`config.mk`:
```
export PLATFORM = sky130hd
export DESIGN_NAME = store_write_buffer_flat
export DESIGN_NICKNAME = d
export VERILOG_FILES = /design/src/rtl/store_write_buffer_if.sv /design/src/rtl/store_write_buffer.sv /design/src/flat_wrapper.sv
export SDC_FILE = /design/constraint.sdc
export NUM_CORES = 1
export LEC_CHECK = 0
export BUFFER_PORTS_ARGS = -buffer_cell sky130_fd_sc_hd__buf_2
export CAP_MARGIN = 0
export CORE_ASPECT_RATIO = 1.2
export CORE_MARGIN = 5
export CORE_UTILIZATION = 45
export CTS_CLUSTER_DIAMETER = 30
export DETAILED_ROUTE_END_ITERATION = 16
export GPL_TIMING_DRIVEN = 0
export PLACE_DENSITY = 0.66
export SLEW_MARGIN = 30
export SYNTH_ARGS = -nofsm -noshare
export SYNTH_HDL_FRONTEND = slang
export SYNTH_SLANG_ARGS = --single-unit
export TNS_END_PERCENT = 10
```
`constraint.sdc`:
```
create_clock -name clk -period 6.66 [get_ports clk]
set_clock_uncertainty 0.05 [all_clocks]
set_input_delay 1.665 -clock clk [delete_from_list [all_inputs] [get_ports clk]]
set_output_delay 1.665 -clock clk [all_outputs]
set_load 0.01 [all_outputs]
```
`src/rtl/store_write_buffer_if.sv`:
```
// Store write buffer bus bundle.
// Groups the store-write input, forwarding lookup and memory drain handshake.
//   slave  : the buffer itself (takes wr_*/rd_addr/mem_ack, drives status, fwd, mem_*)
//   master : the pipeline/memory side driving the buffer
interface store_write_buffer_if #(
  parameter int CNT_W = 3
);
  logic             wr_en;
  logic [31:0]      wr_addr;
  logic [3:0]       wr_byteen;
  logic [31:0]      wr_data;
  logic             full;
  logic             empty;
  logic [CNT_W-1:0] count;
  logic [31:0]      rd_addr;
  logic [31:0]      rd_fwd_data;
  logic [3:0]       rd_fwd_mask;
  logic             mem_req;
  logic [31:0]      mem_addr;
  logic [3:0]       mem_byteen;
  logic [31:0]      mem_wdata;
  logic             mem_ack;

  modport slave (
    input  wr_en, wr_addr, wr_byteen, wr_data, rd_addr, mem_ack,
    output full, empty, count, rd_fwd_data, rd_fwd_mask,
           mem_req, mem_addr, mem_byteen, mem_wdata
  );

  modport master (
    output wr_en, wr_addr, wr_byteen, wr_data, rd_addr, mem_ack,
    input  full, empty, count, rd_fwd_data, rd_fwd_mask,
           mem_req, mem_addr, mem_byteen, mem_wdata
  );
endinterface

```
`src/rtl/store_write_buffer.sv`:
```
// Store write buffer for the MEM stage.
// Queues byte-enabled stores in a DEPTH-entry FIFO, drains the head to data memory
// over mem_req/mem_ack, and forwards pending bytes (youngest match per lane) to loads.
// Ports:
//   clk    rising-edge clock
//   reset  asynchronous reset, active-low
//   bus    store_write_buffer_if.slave (wr_*, full/empty/count, rd_addr/rd_fwd_*, mem_*)
// Optional feature: define STORE_MERGE_EN to merge a store into the youngest entry when
// its word address matches (never into a head that is being requested).

// Per-lane forwarding select: highest age index (youngest) hitting entry wins.
module swb_fwd_lane #(
  parameter int DEPTH = 4
) (
  input  logic [DEPTH-1:0]      hit,
  input  logic [DEPTH-1:0]      be,
  input  logic [DEPTH-1:0][7:0] bytes,
  output logic [7:0]            fwd_byte,
  output logic                  fwd_en
);
  always_comb begin
    fwd_byte = '0;
    fwd_en   = 1'b0;
    for (int k = 0; k < DEPTH; k++) begin
      if (hit[k] && be[k]) begin
        fwd_byte = bytes[k];
        fwd_en   = 1'b1;
      end
    end
  end
endmodule

module store_write_buffer #(
  parameter int DEPTH = 4,
  parameter int CNT_W = 3
) (
  input  logic                 clk,
  input  logic                 reset,
  store_write_buffer_if.slave  bus
);
  localparam int NUM_LANES = 4;
  localparam int PTR_W     = (DEPTH > 1) ? $clog2(DEPTH) : 1;

  typedef struct packed {
    logic [29:0] wa;
    logic [3:0]  be;
    logic [31:0] data;
  } swb_entry_t;

  swb_entry_t [DEPTH-1:0] ent;
  logic [PTR_W-1:0]       head, tail, youngest;
  logic [CNT_W-1:0]       cnt;
  logic                   wr_vld, merge, alloc, pop;
  swb_entry_t             head_e, merge_e;

  assign bus.count = cnt;
  assign bus.full  = (cnt == CNT_W'(DEPTH));
  assign bus.empty = (cnt == '0);

  // Drain side: outputs forced to zero when idle so they read as 0 out of reset.
  assign head_e         = ent[head];
  assign bus.mem_req    = !bus.empty;
  assign bus.mem_addr   = bus.mem_req ? {head_e.wa, 2'b00} : '0;
  assign bus.mem_byteen = bus.mem_req ? head_e.be : '0;
  assign bus.mem_wdata  = bus.mem_req ? head_e.data : '0;

  assign pop      = bus.mem_ack && bus.mem_req;
  assign wr_vld   = bus.wr_en && (bus.wr_byteen != '0);
  assign youngest = tail - PTR_W'(1);

`ifdef STORE_MERGE_EN
  // Head may only absorb a merge while it is not being offered to memory.
  assign merge = wr_vld && !bus.empty && (ent[youngest].wa == bus.wr_addr[31:2]) &&
                 ((cnt >= CNT_W'(2)) || !bus.mem_req);
`else
  assign merge = 1'b0;
`endif
  assign alloc = wr_vld && !bus.full && !merge;

  always_comb begin
    merge_e    = ent[youngest];
    merge_e.be = ent[youngest].be | bus.wr_byteen;
    for (int i = 0; i < NUM_LANES; i++)
      if (bus.wr_byteen[i]) merge_e.data[8*i +: 8] = bus.wr_data[8*i +: 8];
  end

  always_ff @(posedge clk or negedge reset) begin
    if (!reset) begin
      head <= '0;
      tail <= '0;
      cnt  <= '0;
      ent  <= '0;
    end else begin
      if (alloc) begin
        ent[tail] <= '{wa: bus.wr_addr[31:2], be: bus.wr_byteen, data: bus.wr_data};
        tail      <= tail + PTR_W'(1);
      end
      if (merge) ent[youngest] <= merge_e;
      if (pop)   head <= head + PTR_W'(1);
      cnt <= cnt + CNT_W'(alloc) - CNT_W'(pop);
    end
  end

  // Forwarding: entries re-ordered by age (0 = head/oldest) so lanes pick the highest hit.
  swb_entry_t [DEPTH-1:0]         age;
  logic [DEPTH-1:0]               hit;
  logic [NUM_LANES-1:0][7:0]      fwd_data;
  logic [NUM_LANES-1:0]           fwd_mask;

  for (genvar k = 0; k < DEPTH; k++) begin : g_age
    assign age[k] = ent[head + PTR_W'(k)];
    assign hit[k] = (CNT_W'(k) < cnt) && (age[k].wa == bus.rd_addr[31:2]);
  end

  for (genvar l = 0; l < NUM_LANES; l++) begin : g_lane
    logic [DEPTH-1:0]      be_bit;
    logic [DEPTH-1:0][7:0] bytes;
    for (genvar k = 0; k < DEPTH; k++) begin : g_src
      assign be_bit[k] = age[k].be[l];
      assign bytes[k]  = age[k].data[8*l +: 8];
    end
    swb_fwd_lane #(.DEPTH(DEPTH)) u_lane (
      .hit      (hit),
      .be       (be_bit),
      .bytes    (bytes),
      .fwd_byte (fwd_data[l]),
      .fwd_en   (fwd_mask[l])
    );
  end

  assign bus.rd_fwd_data = fwd_data;
  assign bus.rd_fwd_mask = fwd_mask;

  logic unused_lsb;
  assign unused_lsb = ^{bus.wr_addr[1:0], bus.rd_addr[1:0]};
endmodule

```
`src/flat_wrapper.sv`:
```
// flat-port wrapper written by rule: the top's interface ports become plain ports
module store_write_buffer_flat 
#(
  parameter int DEPTH = 4,
  parameter int CNT_W = 3
)
  (clk, reset, bus_wr_en, bus_wr_addr, bus_wr_byteen, bus_wr_data, bus_rd_addr, bus_mem_ack, bus_full, bus_empty, bus_count, bus_rd_fwd_data, bus_rd_fwd_mask, bus_mem_req, bus_mem_addr, bus_mem_byteen, bus_mem_wdata);
  store_write_buffer_if #(.CNT_W(CNT_W)) bus_i ();
  input  logic clk;
  input  logic reset;
  input wire logic [$bits(bus_i.wr_en)-1:0] bus_wr_en;
  input wire logic [$bits(bus_i.wr_addr)-1:0] bus_wr_addr;
  input wire logic [$bits(bus_i.wr_byteen)-1:0] bus_wr_byteen;
  input wire logic [$bits(bus_i.wr_data)-1:0] bus_wr_data;
  input wire logic [$bits(bus_i.rd_addr)-1:0] bus_rd_addr;
  input wire logic [$bits(bus_i.mem_ack)-1:0] bus_mem_ack;
  output wire logic [$bits(bus_i.full)-1:0] bus_full;
  output wire logic [$bits(bus_i.empty)-1:0] bus_empty;
  output wire logic [$bits(bus_i.count)-1:0] bus_count;
  output wire logic [$bits(bus_i.rd_fwd_data)-1:0] bus_rd_fwd_data;
  output wire logic [$bits(bus_i.rd_fwd_mask)-1:0] bus_rd_fwd_mask;
  output wire logic [$bits(bus_i.mem_req)-1:0] bus_mem_req;
  output wire logic [$bits(bus_i.mem_addr)-1:0] bus_mem_addr;
  output wire logic [$bits(bus_i.mem_byteen)-1:0] bus_mem_byteen;
  output wire logic [$bits(bus_i.mem_wdata)-1:0] bus_mem_wdata;
  assign bus_i.wr_en = bus_wr_en;
  assign bus_i.wr_addr = bus_wr_addr;
  assign bus_i.wr_byteen = bus_wr_byteen;
  assign bus_i.wr_data = bus_wr_data;
  assign bus_i.rd_addr = bus_rd_addr;
  assign bus_i.mem_ack = bus_mem_ack;
  assign bus_full = bus_i.full;
  assign bus_empty = bus_i.empty;
  assign bus_count = bus_i.count;
  assign bus_rd_fwd_data = bus_i.rd_fwd_data;
  assign bus_rd_fwd_mask = bus_i.rd_fwd_mask;
  assign bus_mem_req = bus_i.mem_req;
  assign bus_mem_addr = bus_i.mem_addr;
  assign bus_mem_byteen = bus_i.mem_byteen;
  assign bus_mem_wdata = bus_i.mem_wdata;
  store_write_buffer #(.DEPTH(DEPTH), .CNT_W(CNT_W)) u_core (.clk(clk), .reset(reset), .bus(bus_i));
endmodule
```
==> results.json, run 1 <==
{
  "status": "finished, violations left",
  "violations": "setup timing",
  "rrSetupSlack_ns": 2.56,
  "nets": 2235,
  "synth.area.mux_share": 0.339,
  "synthSimpleGateAreaFrac": 0.0983,
  "dp_cells": 2585,
  "path_clk_slew_ns": 0.04,
  "p_total_w": 0.0155,
  "critPathKind": "reg -> out",
  "dp_slack_ns": -0.804,
  "rr_startpoint": "u_core.head[0]",
  "cts_buffers": 68,
  "cts_max_level": 3,
  "max-cap-violations": 0,
  "synthCells": 1844,
  "grt_pass1_vias": 17900,
  "static-leakage-power_nw": 10.4,
  "powerDensity_nw_per_um2": 645,
  "ys_async_sr_fraction": 1.00,
  "synth-seq-cells": 271,
  "clk_latency_ns": 0.61,
  "first_pass_iters": 6,
  "cts_sinks": 271,
  "coreArea_um2": 42800,
  "slew_headroom": 0.344,
  "cts_tree": "yes",
  "stdcell_count": 2728,
  "grt_pass1_wl_mm": 115,
  "clock_path_buffers": 3,
  "drc": 0,
  "rr_endpoint": "u_core.head[1]",
  "routed_wl_mm": 78.9,
  "vias": 17200,
  "overflow": 0,
  "yosysUniqueCellTypes": 79,
  "end_kind": "output pin",
  "start_util": 0.455,
  "fillCellCount": 3710,
  "synth_top_area_frac": 0.349,
  "min_period_ns": 6.75,
  "die_area_um2": 47500,
  "syn_to_final_growth_pct": 23.8,
  "layout-drive-gt1-share": 0.389,
  "ys_top_cells_by_area": "dfrtp_1 (35%), mux2_2 (20%), mux2i_1 (10%)",
  "setup_violations": 1,
  "crit_fanout": 10,
  "ctsRootBufferMaster": "clkbuf_16",
  "endpoint": "bus_rd_fwd_data[0]",
  "ir_drop_uv": 338,
  "synth_top_family_by_area": "multiplexers",
  "synth_edf_count": 0,
  "arrival_ns": 5.03,
  "antenna_found_initial": 2,
  "synth_fa_ha_area_frac": 0.00617,
  "dpl.hpwl_mm": 58.0,
  "required_ns": 4.95,
  "synth.avg_cell_area_um2": 10.6,
  "worstMarginPinSlew_ns": 0.983,
  "ys_warn_count": 0,
  "slew_violations": 0,
  "worstRegToRegCells": 12,
  "grt_max_degree": 83,
  "maxClockFrequency_mhz": 148,
  "die_h_um": 238,
  "postRouteAntennaNets": 0,
  "seq_area_frac_synth": 0.349,
  "placementRows": 83,
  "startpoint": "u_core.head[1]",
  "vias_per_cell": 6.29,
  "setup_tns_ns": -0.0860,
  "synth_largest_area_cell": "dfrtp_1",
  "min_path_type": "reg -> reg",
  "drtIter0Drc": 1776,
  "finalHoldViolCount": 0,
  "synth-compound-area-share": 0.110,
  "worst_setup_path_start_kind": "flop",
  "synthesis.area_um2": 19500,
  "grt_use_total": 0.326,
  "io_buffers": 185,
  "synth_ff_type": "dfrtp_1",
  "die_width_um": 200,
  "period_share": 1.01,
  "cts_hold_repair.buffers": 0,
  "wire_per_inst_um": 28.9,
  "io_pins": 214,
  "gp_congestion": 1.03,
  "fin_ws_ns": -0.0860,
  "yosys.area_share.xor_xnor": 0.0527,
  "rsz0062_at_grt": "yes"
}
==> worst max-delay path, stage by stage (launching register included) <==
cell	delay [ns]
dfrtp_1	0.33
buf_6	0.18
buf_8	0.22
buf_8	0.21
buf_8	0.24
mux2i_1	0.56
xnor2_1	0.23
a2111oi_2	0.06
mux2i_1	0.60
a211o_1	0.18
or4_1	0.09
buf_2	0.25
or3b_1	0.38
buf_4	0.19
o221a_1	0.26
nor2_1	0.22
buf_2	0.20
==> what timing repair did <==
item / 4_1_cts / 5_1_grt
pin swaps: 10 / 5
resized for setup: 59 / 62
setup buffers: 13 / 7
setup endpoints to repair: 40 / 37
hold endpoints to repair: 0 / 0
==> power breakdown <==
| group | total, W | internal (W) | switching (W) |
|---|---|---|---|
| Sequential | 0.00328 | 0.00251 | 0.000767 |
| Combinational | 0.00894 | 0.00375 | 0.00519 |
| Clock | 0.00331 | 0.00219 | 0.00113 |
| Total | 0.0155 | 0.00845 | 0.00708 |
==> how the worst min path moves through the flow <==
| stage | start | endpoint | cells after the start |
|---|---|---|---|
| finish | u_core.ent[57] | u_core.ent[57] | 1 |
| global route | u_core.ent[148] | u_core.ent[148] | 1 |
| CTS | u_core.ent[148] | u_core.ent[148] | 1 |
| detailed placement | u_core.ent[145] | u_core.ent[145] | 1 |
| global placement | u_core.ent[138] | u_core.ent[138] | 1 |
| floorplan | u_core.ent[0] | u_core.ent[0] | 1 |
==> through the flow <==
step	utilization	hold slack [ns]	area [µm²]
global placement	0.493	0.452	21100
finish	0.563	0.475	24100
detailed placement	0.495	0.461	21200
global route	0.563	0.491	24100
CTS	0.557	0.475	23800
floorplan	-	0.442	19500
==> registers in the layout, indices dropped and copies added, names as in the netlist <==
| signal | cells |
|---|---|
| u_core.ent | 264 |
| u_core.head | 2 |
| u_core.bus.count | 3 |
| u_core.tail | 2 |
==> cells in the mapped netlist, drive strengths merged (7+ instances only) <==
cell and number:
ha 8, o211ai 10, buf 68, xor2 42
mux2i 198, o31a 7, a211oi 19, dfrtp 271
nor2b 22, o32a 14, a221oi 11, o221a 14
a31oi 9, mux4 34, and2 27, nand3 10
nor2 115, a21oi 79, clkbuf 95, inv 16
nand2 103, nand4 14, o21ai 76, nand3b 9
nor3 9, nor4 46, xnor2 75, mux2 342
o31ai 23
==> routing by layer <==
layer	wire (µm)	vias up	GRT usage
met5	11	-	0
met4	5080	2	0.193
met1	29200	8458	0.390
li1	-	7416	-
met3	6480	268	0.0663
met2	38100	1013	0.541
==> cell usage in the layout, fill, tap and decap left out, drive strengths merged, types with 42 or more instances in the layout <==
cell | synthesis | layout
xnor2 | 75 | 75
a21oi | 79 | 79
nor4 | 46 | 46
mux2 | 342 | 342
xor2 | 42 | 42
clkbuf | 95 | 178
nand2 | 103 | 103
o21ai | 76 | 76
nor2 | 115 | 115
buf | 68 | 271
mux2i | 198 | 198
dfrtp | 271 | 271
==> cell type report <==
type                       count  area (µm²)  share of cell area
sequential                   271        6780               0.282
buffer                       162         918              0.0381
tap                          552         691              0.0287
timing repair buffer         208        1170              0.0485
multi-input combinational   1395       12200               0.505
clock buffer                  80        1840              0.0763
antenna                        2        5.00            0.000208
inverter                      16        60.1             0.00249
clock inverter                42         468              0.0194
==> kinds of logic (layout without fill, tap and decap cells) <==
logic type	count (synthesis)	count (layout)
multiplexers	574	574
AND/OR/NAND/NOR	382	382
AO/OA/AOI/OAI	311	311
flip-flops	271	271
buffers and inverters	179	508
XOR/XNOR	117	117
adder cells (fa/ha/maj)	9	9
other	1	4
(Power assumes the default switching activity.)
==> inputs of run 2 (changes only) <==
- GPL_TIMING_DRIVEN: 0 -> not set
- RECOVER_POWER: not set -> 25
==> run 2 against run 1 <==
The flow finishes with violations (capacitance limit, slew limit). Critical path depth down 3. Global-route usage down 7.6 points. Non-clock buffer count down 102. Cell count down 3.5%. Critical endpoint is now bus_rd_fwd_data[21]. Worst hold slack worse by 0.0016 ns. First-iteration DRC count down 50%. Highest routed layer unchanged. Power down 6.6%.
==> results.json, run 2 (synthesized netlist as in run 1, its figures left out) <==
{
  "status": "finished, violations left",
  "violations": "capacitance limit, slew limit",
  "switching_share": 0.417,
  "die_area_um2": 47500,
  "setup_tns_ns": 0,
  "slew_headroom": -0.615,
  "coreArea_um2": 42800,
  "postRouteAntennaNets": 0,
  "largest_register_ff_count": 264,
  "crit_fanout": 19,
  "vias_per_cell": 6.06,
  "critPathKind": "in -> out",
  "powerDensity_nw_per_um2": 619,
  "final_cell_mix": "mux2_2 (341), dfrtp_1 (269), buf_2 (206)",
  "cts_buffers": 70,
  "syn_to_final_growth_pct": 20.4,
  "drc": 0,
  "die_h_um": 238,
  "grt_pass1_wl_mm": 93.4,
  "gp_congestion": 0.984,
  "end_kind": "output pin",
  "p_seq_frac": 0.226,
  "regMostFlops": "u_core.ent",
  "static-leakage-power_nw": 10.2,
  "required_ns": 4.95,
  "ir_drop_uv": 356,
  "layout-drive-gt1-share": 0.378,
  "stdcell_count": 2633,
  "die_width_um": 200,
  "vias": 15900,
  "wire_per_inst_um": 23.2,
  "utilization": 0.548,
  "dp_cells": 2499,
  "clk_latency_ns": 0.59,
  "max-cap-violations": 3,
  "finalHoldViolCount": 0,
  "routed_wl_mm": 61.0,
  "worst_setup_path_start_kind": "input port",
  "drtIter0Drc": 896,
  "arrival_ns": 4.75,
  "dpl.hpwl_mm": 41.6,
  "cts_tree": "yes",
  "ctsRootBufferMaster": "clkbuf_16",
  "first_pass_iters": 6,
  "rsz0062_at_grt": "no",
  "setup_violations": 0,
  "power.switching_w": 0.00605,
  "cts_max_level": 3,
  "maxClockFrequency_mhz": 155,
  "slew_violations": 276,
  "io_buffers": 207,
  "io_pins": 214,
  "start_util": 0.455,
  "final_common_cell": "mux2_2",
  "cts_hold_repair.buffers": 0,
  "worstMarginPinSlew_ns": 2.42,
  "grt_pass1_vias": 16200,
  "grt_use_total": 0.251,
  "antenna_found_initial": 8,
  "min_path_type": "reg -> reg",
  "clockPowerShare": 0.238,
  "p_int_w": 0.00845,
  "placementRows": 83,
  "p_comb_frac": 0.536,
  "period_share": 0.970,
  "path_clk_slew_ns": 0.04,
  "grt_max_degree": 149,
  "clock_path_buffers": 3,
  "cts_sinks": 271,
  "hold_slack_ns": 0.473,
  "overflow": 0,
  "nets": 2135,
  "p_total_w": 0.0145,
  "min_period_ns": 6.46,
  "rrSetupSlack_ns": 2.66
}
run 2: layout make-up:
class | instances | area [µm²]
timing repair buffer | 268 | 1570
antenna | 4 | 10.0
sequential | 271 | 6790
inverter | 16 | 63.8
tap | 552 | 691
clock buffer | 97 | 2090
clock inverter | 30 | 364
fill | 3770 | 19400
multi-input combinational | 1395 | 11900
run 2: per-stage QoR:
| step | area [µm²] | setup slack [ns] |
|---|---|---|
| CTS | 23400 | 0.0482 |
| floorplan | 19500 | 0.671 |
| global route | 23400 | 0.0378 |
| global placement | 20900 | 0.213 |
| finish | 23400 | 0.200 |
| detailed placement | 20900 | 0.135 |
run 2: final timing paths:
| check | start | endpoint | cells past startpoint |
|---|---|---|---|
| worst max register to register | u_core.bus.count[0] | u_core.bus.count[2] | 10 |
| worst min register to register | u_core.ent[35] | u_core.ent[35] | 1 |
| max in group asynchronous | reset | u_core.head[1] | 2 |
| worst max-delay path | bus_rd_addr[27] | bus_rd_fwd_data[21] | 13 |
| min in group asynchronous | reset | u_core.ent[142] | 1 |
| worst min-delay path | u_core.ent[35] | u_core.ent[35] | 1 |
run 2: power groups by stage:
stage                     clock [W]  sequential [W]  combinational [W]
after floorplan                   0         0.00299            0.00575
after global placement            0         0.00322            0.00749
after detailed placement          0         0.00330            0.00760
after CTS                   0.00351         0.00329            0.00767
after global routing        0.00361         0.00339            0.00837
final                       0.00346         0.00327            0.00777
run 2: critical path, cell delays in order:
cell and delay [ns]:
buf_2 0.18, and2_1 0.19, a221oi_1 0.38, o211ai_1 0.14, a2111oi_0 0.31, nand4_1 0.23, buf_4 0.28, nor3_2 0.41
and3b_1 0.23, buf_4 0.21, a221oi_1 0.10, o32a_1 0.25, buf_2 0.15
run 2: timing repair:
action | 4_1_cts | 5_1_grt
buffers inserted | 0 | 2
setup endpoints to repair | 0 | 24
resized for setup | 0 | 2
endpoints found under the hold margin | 0 | 0
run 2: layer usage:
layer	global-route usage	share of wire	wire [µm]
met4	0.118	0.044	2700
met2	0.420	0.49	30000
met5	0	0.00072	44
met3	0.0483	0.062	3810
met1	0.310	0.40	24500
